## src/rtl/dtmf_digit_fifo_if.sv

```systemverilog
// -----------------------------------------------------------------------------
// dtmf_digit_fifo_if
// Groups the digit-register input pair and the host-side pop/status signals
// of the DTMF digit FIFO into one bundle.
//
// Signals:
//   digit_in   [7:0]          digit code from the digit register
//   flag_in                   digit-valid level (asynchronous to clk)
//   pop                       consumer removes the head entry
//   clear_ovf                 clears the sticky overflow flag
//   dout       [7:0]          head entry (show-ahead)
//   dout_valid                FIFO not empty
//   count      [log2(DEPTH):0] occupancy, 0..DEPTH
//   overflow                  sticky: a digit was dropped while full
//
// Modports:
//   master - the digit source / host side
//   slave  - the FIFO itself
// -----------------------------------------------------------------------------
interface dtmf_digit_fifo_if #(
    parameter int DEPTH = 8
);
    logic [7:0]              digit_in;
    logic                    flag_in;
    logic                    pop;
    logic                    clear_ovf;
    logic [7:0]              dout;
    logic                    dout_valid;
    logic [$clog2(DEPTH):0]  count;
    logic                    overflow;

    modport master (
        output digit_in, flag_in, pop, clear_ovf,
        input  dout, dout_valid, count, overflow
    );

    modport slave (
        input  digit_in, flag_in, pop, clear_ovf,
        output dout, dout_valid, count, overflow
    );
endinterface

```

## src/rtl/dtmf_digit_fifo.sv

```systemverilog
// -----------------------------------------------------------------------------
// dtmf_digit_fifo
// Takes the DTMF receiver's detected digit/flag pair, resynchronises it into
// the clk domain, captures each digit exactly once per flag assertion and
// buffers it in a small show-ahead FIFO for the host to pop.
//
// Ports:
//   clk    - system clock
//   reset  - asynchronous, active-low; clears all state
//   bus    - dtmf_digit_fifo_if.slave (digit_in, flag_in, pop, clear_ovf in;
//            dout, dout_valid, count, overflow out)
//
// Parameters:
//   DEPTH           - FIFO entries, power of two, 2..16
//   DEBOUNCE_CYCLES - stable cycles required before capture, 1..15
//                     (exists only when DTMF_DEBOUNCE_EN is defined)
//
// Configuration macro:
//   DTMF_DEBOUNCE_EN - defined: digit must be stable for DEBOUNCE_CYCLES
//                      cycles in QUAL before it is pushed.
//                      undefined: digit is pushed on the first cycle the
//                      synchronised flag is seen high.
// -----------------------------------------------------------------------------
module dtmf_digit_fifo #(
    parameter int DEPTH = 8
`ifdef DTMF_DEBOUNCE_EN
    , parameter int DEBOUNCE_CYCLES = 4
`endif
) (
    input  logic             clk,
    input  logic             reset,
    dtmf_digit_fifo_if.slave bus
);
    localparam int PW = $clog2(DEPTH);
    localparam int CW = PW + 1;
    localparam logic [CW-1:0] FULL_COUNT = CW'(DEPTH);

    typedef enum logic [1:0] {IDLE, QUAL, HOLD} state_t;

    logic [1:0]    r_flagSync;
    logic [7:0]    r_digitSync1;
    logic [7:0]    r_digitSync2;
    logic          w_flagS;
    logic [7:0]    w_digitS;

    state_t        r_state;
    logic          w_push;
    logic [7:0]    w_pushData;

    logic [7:0]    r_mem [DEPTH];
    logic [PW-1:0] r_wrPtr;
    logic [PW-1:0] r_rdPtr;
    logic [CW-1:0] r_count;
    logic [7:0]    r_dout;
    logic          r_overflow;

    logic          w_doPop;
    logic          w_doPush;
    logic          w_drop;
    logic [PW-1:0] w_nextRdPtr;
    logic [CW-1:0] w_nextCount;

    // Two-flop synchroniser; the digit follows the same two-stage path so it
    // lines up with the flag (digit_in is stable while flag_in is high).
    always_ff @(posedge clk or negedge reset) begin
        if (!reset) begin
            r_flagSync   <= '0;
            r_digitSync1 <= '0;
            r_digitSync2 <= '0;
        end else begin
            r_flagSync   <= {r_flagSync[0], bus.flag_in};
            r_digitSync1 <= bus.digit_in;
            r_digitSync2 <= r_digitSync1;
        end
    end

    assign w_flagS  = r_flagSync[1];
    assign w_digitS = r_digitSync2;

`ifdef DTMF_DEBOUNCE_EN
    logic [3:0] r_qualCnt;
    logic [7:0] r_candidate;

    // The push is decoded from the current state so it lands on the same edge
    // as the counter reaching its target, not one cycle later.
    always_comb begin
        w_push     = 1'b0;
        w_pushData = r_candidate;
        if (r_state == QUAL && w_flagS && w_digitS == r_candidate &&
            (r_qualCnt + 4'd1) == 4'(DEBOUNCE_CYCLES)) begin
            w_push = 1'b1;
        end
    end

    // Capture FSM: a digit change during qualification restarts the count
    // with the new digit as candidate.
    always_ff @(posedge clk or negedge reset) begin
        if (!reset) begin
            r_state     <= IDLE;
            r_qualCnt   <= '0;
            r_candidate <= '0;
        end else begin
            case (r_state)
                IDLE: begin
                    if (w_flagS) begin
                        r_state     <= QUAL;
                        r_qualCnt   <= '0;
                        r_candidate <= w_digitS;
                    end
                end
                QUAL: begin
                    if (!w_flagS) begin
                        r_state <= IDLE;
                    end else if (w_digitS != r_candidate) begin
                        r_candidate <= w_digitS;
                        r_qualCnt   <= '0;
                    end else begin
                        r_qualCnt <= r_qualCnt + 4'd1;
                        if (w_push) begin
                            r_state <= HOLD;
                        end
                    end
                end
                HOLD: begin
                    if (!w_flagS) begin
                        r_state <= IDLE;
                    end
                end
                default: r_state <= IDLE;
            endcase
        end
    end
`else
    // Without debounce the first synchronised flag cycle pushes directly.
    always_comb begin
        w_push     = (r_state == IDLE) && w_flagS;
        w_pushData = w_digitS;
    end

    // Capture FSM: QUAL is skipped; HOLD blocks further pushes until the
    // flag drops.
    always_ff @(posedge clk or negedge reset) begin
        if (!reset) begin
            r_state <= IDLE;
        end else begin
            case (r_state)
                IDLE: begin
                    if (w_flagS) begin
                        r_state <= HOLD;
                    end
                end
                HOLD: begin
                    if (!w_flagS) begin
                        r_state <= IDLE;
                    end
                end
                default: r_state <= IDLE;
            endcase
        end
    end
`endif

    // A pop on empty is ignored; a push on full is accepted only when a pop
    // frees the slot in the same cycle.
    assign w_doPop     = bus.pop && (r_count != '0);
    assign w_doPush    = w_push && ((r_count != FULL_COUNT) || w_doPop);
    assign w_drop      = w_push && (r_count == FULL_COUNT) && !w_doPop;
    assign w_nextRdPtr = r_rdPtr + PW'(w_doPop);
    assign w_nextCount = r_count + CW'(w_doPush) - CW'(w_doPop);

    // FIFO storage and pointers. dout is registered from the next head; when
    // the next head is the slot being written this cycle, the incoming digit
    // is forwarded. dout holds its value once the FIFO drains.
    always_ff @(posedge clk or negedge reset) begin
        if (!reset) begin
            r_wrPtr    <= '0;
            r_rdPtr    <= '0;
            r_count    <= '0;
            r_dout     <= '0;
            r_overflow <= 1'b0;
            for (int i = 0; i < DEPTH; i++) begin
                r_mem[i] <= '0;
            end
        end else begin
            if (w_doPush) begin
                r_mem[r_wrPtr] <= w_pushData;
                r_wrPtr        <= r_wrPtr + PW'(1);
            end
            r_rdPtr <= w_nextRdPtr;
            r_count <= w_nextCount;
            if (w_nextCount != '0) begin
                if (w_doPush && (r_wrPtr == w_nextRdPtr)) begin
                    r_dout <= w_pushData;
                end else begin
                    r_dout <= r_mem[w_nextRdPtr];
                end
            end
            if (w_drop) begin
                r_overflow <= 1'b1;
            end else if (bus.clear_ovf) begin
                r_overflow <= 1'b0;
            end
        end
    end

    assign bus.dout       = r_dout;
    assign bus.dout_valid = (r_count != '0);
    assign bus.count      = r_count;
    assign bus.overflow   = r_overflow;

endmodule

```

## src/flat_wrapper.sv

```systemverilog
// flat-port wrapper written by rule: the top's interface ports become plain ports
module dtmf_digit_fifo_flat 
#(
    parameter int DEPTH = 8

)
  (clk, reset, bus_digit_in, bus_flag_in, bus_pop, bus_clear_ovf, bus_dout, bus_dout_valid, bus_count, bus_overflow);
  dtmf_digit_fifo_if #(.DEPTH(DEPTH)) bus_i ();
  input  logic clk;
  input  logic reset;
  input wire logic [$bits(bus_i.digit_in)-1:0] bus_digit_in;
  input wire logic [$bits(bus_i.flag_in)-1:0] bus_flag_in;
  input wire logic [$bits(bus_i.pop)-1:0] bus_pop;
  input wire logic [$bits(bus_i.clear_ovf)-1:0] bus_clear_ovf;
  output wire logic [$bits(bus_i.dout)-1:0] bus_dout;
  output wire logic [$bits(bus_i.dout_valid)-1:0] bus_dout_valid;
  output wire logic [$bits(bus_i.count)-1:0] bus_count;
  output wire logic [$bits(bus_i.overflow)-1:0] bus_overflow;
  assign bus_i.digit_in = bus_digit_in;
  assign bus_i.flag_in = bus_flag_in;
  assign bus_i.pop = bus_pop;
  assign bus_i.clear_ovf = bus_clear_ovf;
  assign bus_dout = bus_i.dout;
  assign bus_dout_valid = bus_i.dout_valid;
  assign bus_count = bus_i.count;
  assign bus_overflow = bus_i.overflow;
  dtmf_digit_fifo #(.DEPTH(DEPTH)) u_core (.clk(clk), .reset(reset), .bus(bus_i));
endmodule
```

## config.mk

```make
export PLATFORM = sky130hd
export DESIGN_NAME = dtmf_digit_fifo_flat
export DESIGN_NICKNAME = d
export VERILOG_FILES = /design/src/rtl/dtmf_digit_fifo_if.sv /design/src/rtl/dtmf_digit_fifo.sv /design/src/flat_wrapper.sv
export SDC_FILE = /design/constraint.sdc
export NUM_CORES = 1
export LEC_CHECK = 0
export CORE_UTILIZATION = 45
export DETAILED_ROUTE_END_ITERATION = 7
export SYNTH_ARGS = -nofsm -noshare
export SYNTH_HDL_FRONTEND = slang
export SYNTH_SLANG_ARGS = --single-unit
```

## constraint.sdc

```tcl
create_clock -name clk -period 7.5 [get_ports clk]
set_clock_uncertainty 0.15 [all_clocks]
set_input_delay 1.125 -clock clk [delete_from_list [all_inputs] [get_ports clk]]
set_output_delay 1.125 -clock clk [all_outputs]
set_load 0.03 [all_outputs]
```

==> impl_metrics.yaml <==
run_status:
  status: "finished, final reports clean"
timing:
  min_period_ns: 3.77
  grt_setup_unrepaired: "no"
  relSlewSlack: 0.338
  finalWorstSetupSlack_ns: 3.73
  tns_ns: 0
  tightest_slew_ns: 0.993
  setup_violations: 0
  hold_violations: 0
  fmax_ghz: 0.266
  maxSlewViolCount: 0
  final.period_utilization: 0.502
synthesis:
  synth_top_area_cell: "dfrtp_1"
  synth-async-reset-ratio: 1.00
  synth_edf_count: 0
  synthCells: 298
  ys_ff_latch: 102
  yosysSeqAreaShare: 0.552
  synth_fp_nets: 320
  yosysTopAreaCellShare: 0.552
  synth_cell_types: 43
  ys_top_cells_by_area: "dfrtp_1 55%, mux2_2 17%, mux4_1 7.4%, ha_1 2.2%, mux4_2 1.5%"
  synthFlopType: "dfrtp_1"
  synth.avg_cell_area_um2: 15.5
  synth_area_um2: 4630
  yosysWarnings: 0
pwr:
  cellPowerDensity_nw_per_um2: 467
  ir_drop_mv: 0.221
  leakage_nw: 2.30
route:
  route.detailed.drc: 0
  drt-total-wl_um: 8670
  drtIter0Drc: 68
  num_vias: 2514
  dr.pass1.iters: 4
  wl_per_cell_um: 18.6
  ant_nets: 0
  via_per_inst: 5.39
global_routing:
  overflow: 0
  grt_usage: 0.188
  grt_pass1_vias: 2558
  antenna_found_initial: 0
  grt_max_degree: 67
  grt_pass1_wl_um: 14200
clock_tree:
  cts_resized: 0
  numCtsBuffers: 9
  clockBufferDepth: 2
  cts_tree: "built"
  clock-root-buffer: "clkbuf_8"
  htreeDepth: 3
  clk_pin_slew_worst_paths_ns: 0.11
  post_cts_buffers: 0
  cts.sinks: 102
  hold_buffers: 0
  clk_latency_ns: 0.38
floorplan:
  start_util: 0.469
  die_x_um: 103
  pin_count: 27
  coreArea_um2: 9860
  num_rows: 36
  dieHeight_um: 103
  dieArea_um2: 10700
placement:
  hpwl_um: 5470
  io_buffers: 26
  place_ws_ns: 3.31
  gp_congestion: 0.709
final_layout:
  drive_above_1_share: 0.324
  diodes: 0
  area_growth_pct: 13.1
  final_nets: 350
  final_cell_mix: "102 x dfrtp_1, 70 x mux2_2, 25 x clkdlybuf4s50_1"
  final_common_cell: "dfrtp_1"
worst_setup_path:
  worstPathCellList: "clkdlybuf4s50_1 -> and3_1 -> ha_1 -> mux4_1 -> mux2_2 -> a21oi_1 -> o31ai_1"
  cp-start-kind: "input port"
  crit_required_ns: 7.62
  cp.arrival_ns: 3.89
  end_kind: "register"
  cp_slowest_cell: "ha_1"
  path_max_fanout: 18
  crit_path_max_incr_delay_ns: 0.93
  r2r_slack_ns: 3.95
  criticalPathCategory: "in -> reg"
job:
  drv_cap: 0
worst_hold_path:
  min_path_type: "reg -> reg"
[synthesized netlist by cell type (2+ instances only)]
master and number:
buf_6 3, inv_1 11, ha_1 8, nand2_1 13, nand4b_2 2, nor3_1 8, and3_1 2, nand3_1 4
buf_2 4, dfrtp_1 102, o21ai_0 2, xnor2_1 5, mux4_1 13, mux4_2 3, nor2_1 2, a21oi_1 9
o31ai_1 7, mux2_2 70, nor4b_4 2, nand2b_1 3, mux2_1 2, xor2_1 2
[worst max-delay path, delay by kind of cell]
family                     cells  cell delay [ns]
AOI/OAI and AO/OA              2             0.24
adders and majority gates      1             0.93
buffers and inverters          1             0.48
muxes                          2             0.91
and+or+nand+nor                1             0.18
[flip-flops by register name, indices dropped and copies added (netlist names)]
signal and flops:
u_core.bus.count 4, u_core.bus.dout 8, u_core.bus.overflow 1, u_core.r_digitSync1 8, u_core.r_digitSync2 8, u_core.r_flagSync 2
u_core.r_mem 64, u_core.r_rdPtr 3, u_core.r_state 1, u_core.r_wrPtr 3
[power by group]
group | leakage [nW] | internal, mW | switching (mW)
combinational | 0.931 | 0.591 | 0.499
clock | 0.118 | 0.210 | 0.197
sequential | 1.25 | 0.782 | 0.165
[area by class of cell]
type | count | area (um^2)
clock inverter | 5 | 87.6
sequential | 102 | 2550
inverter | 12 | 45.0
multi-input combinational | 175 | 1960
tap | 133 | 166
fill | 820 | 4630
timing repair buffer | 28 | 273
clock buffer | 11 | 151
[per-stage QoR]
step | instances | utilization | cell area [um^2] | power, mW | hold WS, ns
2_1_floorplan | 298 | - | 4630 | 1.81 | 0.181
3_3_place_gp | 450 | 0.506 | 4990 | 2.03 | 0.183
3_5_place_dp | 450 | 0.506 | 4990 | 2.06 | 0.185
4_1_cts | 466 | 0.530 | 5230 | 2.47 | 0.208
5_1_grt | 466 | 0.530 | 5230 | 2.61 | 0.219
6_report | 466 | 0.530 | 5230 | 2.44 | 0.201
[layer usage]
layer | wire [um] | track usage
met5 | 0 | 0
met3 | 215 | 0.0403
met1 | 4010 | 0.243
met4 | 148 | 0.0715
met2 | 4300 | 0.313
[kinds of logic after synthesis]
group	after synthesis	share of synthesized area
fa+ha+maj	9	0.0260
flops	102	0.552
compound gates	21	0.0303
simple gates	46	0.0722
xor+xnor	10	0.0287
buf+inv	21	0.0254
mux	89	0.266
[worst paths after layout]
kind / depth (start not counted) / startpoint / end
hold / removal: 0 / u_core.r_digitSync1[0] / u_core.r_digitSync2[0]
setup reg to reg: 10 / u_core.bus.count[2] / u_core.bus.dout[3]
setup / recovery: 7 / bus_pop / u_core.bus.dout[3]
max in group asynchronous: 2 / reset / u_core.r_digitSync1[7]
min in group asynchronous: 1 / reset / u_core.r_digitSync2[5]
hold reg to reg: 0 / u_core.r_digitSync1[0] / u_core.r_digitSync2[0]
Power figures use the tool's default switching activity.
